### config.mk
export PLATFORM = sky130hd
export DESIGN_NAME = led_sequencer
export DESIGN_NICKNAME = d
export VERILOG_FILES = /design/src/rtl/led_sequencer.sv
export SDC_FILE = /design/constraint.sdc
export NUM_CORES = 1
export LEC_CHECK = 0
export CORE_MARGIN = 5
export CORE_UTILIZATION = 25
export CTS_CLUSTER_SIZE = 20
export DETAILED_ROUTE_END_ITERATION = 12
export GPL_ROUTABILITY_DRIVEN = 0
export GPL_TIMING_DRIVEN = 0
export PLACE_DENSITY = 0.42
export REMOVE_ABC_BUFFERS = 1
export SLEW_MARGIN = 25
export SYNTH_ARGS = -nofsm -noshare
export SYNTH_HDL_FRONTEND = slang
export SYNTH_SLANG_ARGS = --single-unit
### constraint.sdc
create_clock -name clk -period 5 [get_ports clk]
set_input_delay 1 -clock clk [delete_from_list [all_inputs] [get_ports clk]]
set_output_delay 1 -clock clk [all_outputs]
set_load 0.02 [all_outputs]
### src/rtl/led_sequencer.sv
// led_sequencer
//   Front-panel LED sequencer: slow fill, fast fill and blink patterns on an
//   N_LEDS-wide LED bar, with a countdown / blink code for the 7-seg decoder.
//
// Ports
//   clk      in   system clock
//   rst      in   asynchronous active-high reset
//   start_n  in   start button, active-low, asynchronous to clk
//   mode     in   2'b00 idle, 01 slow fill, 10 fast fill, 11 blink
//   led_out  out  LED bar, bit 0 lights first
//   count    out  countdown (fill) or BLINK_CODE (blink)
//   busy     out  high while filling or blinking
//   done     out  one-cycle pulse when a fill completes
module led_sequencer #(
    parameter int N_LEDS     = 10,
    parameter int FAST_LEN   = 8,
    parameter int SLOW_DIV   = 50_000_000,
    parameter int FAST_DIV   = 25_000_000,
    parameter int CNT_W      = 4,
    parameter int BLINK_CODE = 10
) (
    input  logic              clk,
    input  logic              rst,
    input  logic              start_n,
    input  logic [1:0]        mode,
    output logic [N_LEDS-1:0] led_out,
    output logic [CNT_W-1:0]  count,
    output logic              busy,
    output logic              done
);

    localparam int MAX_DIV = (SLOW_DIV > FAST_DIV) ? SLOW_DIV : FAST_DIV;
    localparam int TW      = (MAX_DIV > 1) ? $clog2(MAX_DIV) : 1;
    localparam int FW      = $clog2(N_LEDS + 1);

    localparam logic [TW-1:0]    SLOW_LAST  = TW'(SLOW_DIV - 1);
    localparam logic [TW-1:0]    FAST_LAST  = TW'(FAST_DIV - 1);
    localparam logic [FW-1:0]    SLOW_TICKS = FW'(N_LEDS);
    localparam logic [FW-1:0]    FAST_TICKS = FW'(FAST_LEN);
    localparam logic [CNT_W-1:0] SLOW_CNT0  = CNT_W'(N_LEDS);
    localparam logic [CNT_W-1:0] FAST_CNT0  = CNT_W'((FAST_LEN + 1) / 2);
    localparam logic [CNT_W-1:0] BLINK_VAL  = CNT_W'(BLINK_CODE);

    typedef enum logic [1:0] {S_IDLE, S_FILL, S_BLINK, S_DONE} state_t;

    state_t            state, state_n;
    logic [1:0]        run_mode, run_mode_n;
    logic [TW-1:0]     tcnt, tcnt_n;
    logic [FW-1:0]     ftk, ftk_n;          // fill ticks taken so far
    logic [N_LEDS-1:0] led_n;
    logic [CNT_W-1:0]  count_n;
    logic              busy_n, done_n;

    // Start synchroniser. Flops reset to 0 ("pressed") so a button held
    // through reset release never looks like a fresh high->low edge.
    logic s1, s2, s2_d;
    logic start_pulse;

    always_ff @(posedge clk or posedge rst) begin
        if (rst) begin
            s1   <= 1'b0;
            s2   <= 1'b0;
            s2_d <= 1'b0;
        end else begin
            s1   <= start_n;
            s2   <= s1;
            s2_d <= s2;
        end
    end

    assign start_pulse = s2_d & ~s2;

    logic          tick;
    logic [FW-1:0] ftk_inc;
    logic [FW-1:0] fill_len;
    logic          go_idle;

    assign tick     = (run_mode == 2'b10) ? (tcnt == FAST_LAST) : (tcnt == SLOW_LAST);
    assign ftk_inc  = ftk + 1'b1;
    assign fill_len = (run_mode == 2'b01) ? SLOW_TICKS : FAST_TICKS;
    // mode=00 always wins; a mode mismatch only aborts when no restart is pending
    assign go_idle  = (mode == 2'b00) ||
                      (!start_pulse && state != S_IDLE && mode != run_mode);

    always_ff @(posedge clk or posedge rst) begin
        if (rst) begin
            state    <= S_IDLE;
            run_mode <= 2'b00;
            tcnt     <= '0;
            ftk      <= '0;
            led_out  <= '0;
            count    <= '0;
            busy     <= 1'b0;
            done     <= 1'b0;
        end else begin
            state    <= state_n;
            run_mode <= run_mode_n;
            tcnt     <= tcnt_n;
            ftk      <= ftk_n;
            led_out  <= led_n;
            count    <= count_n;
            busy     <= busy_n;
            done     <= done_n;
        end
    end

    always_comb begin
        state_n    = state;
        run_mode_n = run_mode;
        tcnt_n     = tcnt;
        ftk_n      = ftk;
        led_n      = led_out;
        count_n    = count;
        busy_n     = busy;
        done_n     = 1'b0;

        if (state == S_FILL || state == S_BLINK)
            tcnt_n = tick ? '0 : tcnt + 1'b1;

        if (go_idle) begin
            state_n    = S_IDLE;
            run_mode_n = 2'b00;
            tcnt_n     = '0;
            ftk_n      = '0;
            led_n      = '0;
            count_n    = '0;
            busy_n     = 1'b0;
        end else if (start_pulse) begin
            run_mode_n = mode;
            tcnt_n     = '0;
            ftk_n      = '0;
            led_n      = '0;
            busy_n     = 1'b1;
            case (mode)
                2'b01:   begin count_n = SLOW_CNT0; state_n = S_FILL;  end
                2'b10:   begin count_n = FAST_CNT0; state_n = S_FILL;  end
                default: begin count_n = BLINK_VAL; state_n = S_BLINK; end
            endcase
        end else begin
            case (state)
                S_FILL: if (tick) begin
                    led_n = {led_out[N_LEDS-2:0], 1'b1};
                    ftk_n = ftk_inc;
                    // fast fill only counts down on even-numbered ticks
                    if ((run_mode == 2'b01 || !ftk_inc[0]) && count != '0)
                        count_n = count - 1'b1;
                    if (ftk_inc == fill_len) begin
                        state_n = S_DONE;
                        tcnt_n  = '0;
                        busy_n  = 1'b0;
                        done_n  = 1'b1;
                    end
                end
                S_BLINK: if (tick) led_n = ~led_out;
                default: ;
            endcase
        end
    end

endmodule

==> results.sh <==
export IMPL_number_of_non_filler_instances_in_the_completed_layout=476
export IMPL_cpMaxStageDelayCell="sky130_fd_sc_hd__nor3_2"
export IMPL_timing_critical_path_arrival_ns=3.18
export IMPL_worstPathBufferInverterCount=1
export IMPL_clock_skew_ns=0.00613
export IMPL_postCtsSetupBuffers=0
export IMPL_power_total_mw=1.45
export IMPL_cts_resized=0
export IMPL_timing_final_setup_violations=0
export IMPL_start_util=0.257
export IMPL_cts_reportedPaths_clkPinSlew_ns=0.07
export IMPL_timing_final_crit_share=0.594
export IMPL_final_common_cell="sky130_fd_sc_hd__dfrtp_1"
export IMPL_finish_net_count=346
export IMPL_synth_xor_area_share=0.0858
export IMPL_drtPass1Iterations=4
export IMPL_row_count=39
export IMPL_detail_route_antenna_nets=0
export IMPL_layout_min_cycle_time_ns=2.97
export IMPL_final_util=0.301
export IMPL_wl_per_cell_um=14.2
export IMPL_maximum_capacitance_violations=0
export IMPL_synth_sequential_area_ratio=0.448
export IMPL_power_switching_mw=0.558
export IMPL_yosys_area_share_adder=0.0381
export IMPL_via_count=2296
export IMPL_grt_pass1_vias=2233
export IMPL_post_synth_top_area_cell="sky130_fd_sc_hd__dfrtp_1"
export IMPL_p_sw_frac=0.385
export IMPL_seq_power_share=0.366
export IMPL_setup_worst_path_class="in2reg"
export IMPL_setup_worst_path_end_class="register"
export IMPL_cts_root_buf="sky130_fd_sc_hd__clkbuf_16"
export IMPL_htreeDepth=2
export IMPL_multiplexer_share_of_the_synthesized_area=0.0237
export IMPL_power_static_leakage_nw=1.34
export IMPL_synth_top_family_by_area="simple AND/OR/NAND/NOR gates"
export IMPL_die_area_mm2=0.0141
export IMPL_postSynthRegisterBits=53
export IMPL_cts_tree="yes"
export IMPL_clock_fmax_mhz=337
export IMPL_post_synth_instance_area_mm2=0.00296
export IMPL_maxSlewViolCount=0
export IMPL_slowest_delay_ns=0.65
export IMPL_tritoncts_num_sinks=53
export IMPL_drc=0
export IMPL_placedCellCount=468
export IMPL_power_internal_mw=0.891
export IMPL_path_cells="clkdlybuf4s50_1 > xnor2_1 > a21oi_1 > nor3_2 > o21ai_4 > a21oi_1"
export IMPL_worstPathMaxFanout=26
export IMPL_worst_relative_slew_slack=0.498
export IMPL_remaining_global_route_overflow=0
export IMPL_crit_family="compound AO/OA/AOI/OAI gates"
export IMPL_floorplan_io_pins=21
export IMPL_share_clk_of_total_power=0.241
export IMPL_post_drt_via_cell_ratio=4.82
export IMPL_post_synth_top_area_fraction=0.448
export IMPL_tritoncts_num_buffers=5
export IMPL_ctsLongestPathBuffers=2
export IMPL_required_time_at_the_endpoint_of_the_critical_path_ns=5.21
export IMPL_grt_use_total=0.0987
export IMPL_clk_insertion_delay_late_ns=0.29
export IMPL_power_frac_comb=0.393
export IMPL_fillers=1224
export IMPL_synth_compound_area_share=0.122
export IMPL_rsz_0062_raised_after_global_routing="false"
export IMPL_cts_hold_buffers=0
export IMPL_grt_pass1_wl_mm=11.5
export IMPL_worst_pin_slew_ns=0.753
export IMPL_synth_warnings=0
export IMPL_post_dp_hpwl_mm=4.68
export IMPL_die_width_um=119
export IMPL_synthesis_area_per_instance_um2=9.33
export IMPL_netlist_top_cells_area="sky130_fd_sc_hd__dfrtp_1, sky130_fd_sc_hd__xor2_1, sky130_fd_sc_hd__nor2_1, sky130_fd_sc_hd__ha_1, sky130_fd_sc_hd__nor3_1"
export IMPL_timing_setup_tns_ns=0
export IMPL_post_synth_and_or_nand_nor_area_fraction=0.244
export IMPL_antenna_diode_count=0
export IMPL_coreArea_mm2=0.0115
export IMPL_detailedRoute_firstIterationViolations=110
export IMPL_power_density_mw_per_mm2=417
export IMPL_path_common_cell="sky130_fd_sc_hd__a21oi_1"
export IMPL_layout_cells_most_common_list="sky130_fd_sc_hd__dfrtp_1, sky130_fd_sc_hd__nor2_1, sky130_fd_sc_hd__nand2_1, sky130_fd_sc_hd__xor2_1, sky130_fd_sc_hd__clkdlybuf4s50_1"
export IMPL_die_y_um=119
export IMPL_synthesis_instances=317
export IMPL_area_growth_pct=17.3
export IMPL_worstSetupStartpointType="input pin"
export IMPL_largest_net_degree_at_the_start_of_global_routing=32
export IMPL_final_hold_viol_count=0
export IMPL_peakVddDrop_mv=0.141
export IMPL_layout_drive_gt1_share=0.0450
export IMPL_min_delay_path_class="reg2reg"
export IMPL_run_status="completed"
export IMPL_routed_wirelength_mm=6.77
export IMPL_grt_antenna_before_repair=0
export IMPL_port_buffer_count=20
export IMPL_synth_distinct_cells=44
## power groups by stage
stage | registers [mW] | clock network, mW | logic (mW)
after floorplan | 0.576 | 0 | 0.338
after global placement | 0.538 | 0 | 0.565
after detailed placement | 0.538 | 0 | 0.574
after CTS | 0.530 | 0.365 | 0.578
after global routing | 0.538 | 0.379 | 0.634
final | 0.530 | 0.349 | 0.569
## area by class of cell
cell class	count	area, um^2	share of cell area
Clock buffer	6	129	0.0371
Sequential cell	53	1330	0.382
Inverter	15	58.8	0.0169
Clock inverter	2	15.0	0.00432
Multi-Input combinational cell	236	1540	0.445
Timing Repair Buffer	21	220	0.0634
Tap cell	143	179	0.0515
## logic make-up after synthesis
| family | Yosys count |
|---|---|
| xor gates and xnor gates | 29 |
| adders and majority gates | 9 |
| buffers and inverters | 28 |
| DFF | 53 |
| muxes | 7 |
| and+or+nand+nor | 142 |
| AOI/OAI and AO/OA | 49 |
## flip-flops by register name (all words and copies together), names as in the netlist
register	cells
count	4
run_mode	2
s2	1
done	1
s1	1
tcnt	26
ftk	4
state	2
led_out	10
busy	1
s2_d	1
## layer usage
metal,share of wire,wire [um],global-route usage,vias up
met1,0.51,3450,0.134,1119
met3,0.022,151,0.0201,5
li1,-,-,-,1156
met5,0,0,0,-
met4,0.0096,65,0.0282,0
met2,0.46,3100,0.159,16
## worst paths after layout
kind                         start    endpoint  slack [ns]  depth (start not counted)
max                        mode[1]    tcnt[21]        2.03                          6
min                             s1          s2        0.35                          0
max reg2reg                tcnt[7]     tcnt[9]        2.23                          5
min reg2reg                     s1          s2        0.35                          0
max in group asynchronous      rst          s1        3.50                          3
min in group asynchronous      rst  led_out[3]        1.02                          2
## cell usage after synthesis (all sizes together)
cell type and number:
a221oi 3, a31oi 5, a22o 1, nand2b 4
o31ai 3, nor2 41, nor3b 2, nand4 14
a311oi 1, o2bb2ai 2, a2111oi 3, o22ai 2
nor4b 1, xnor2 9, mux2i 7, a211oi 1
and2 2, o211ai 2, or3 4, a41oi 1
nor3 19, nand2 21, nand3 14, xor2 20
inv 15, a2111o 2, or4 2, o21ai 6
buf 4, and4 2, clkbuf 9, nor4bb 3
nand3b 1, ha 9, and3 6, nor2b 6
dfrtp 53, a21oi 16, a21boi 1
## per-stage QoR
stage	setup slack [ns]	instance area, um^2	hold WS (ns)
after global placement	1.10	3280	0.335
after detailed placement	1.66	3330	0.340
after CTS	2.00	3470	0.355
final	2.03	3470	0.352
after global routing	1.77	3470	0.383
after floorplan	2.38	2900	0.331
(Power assumes the default switching activity.)
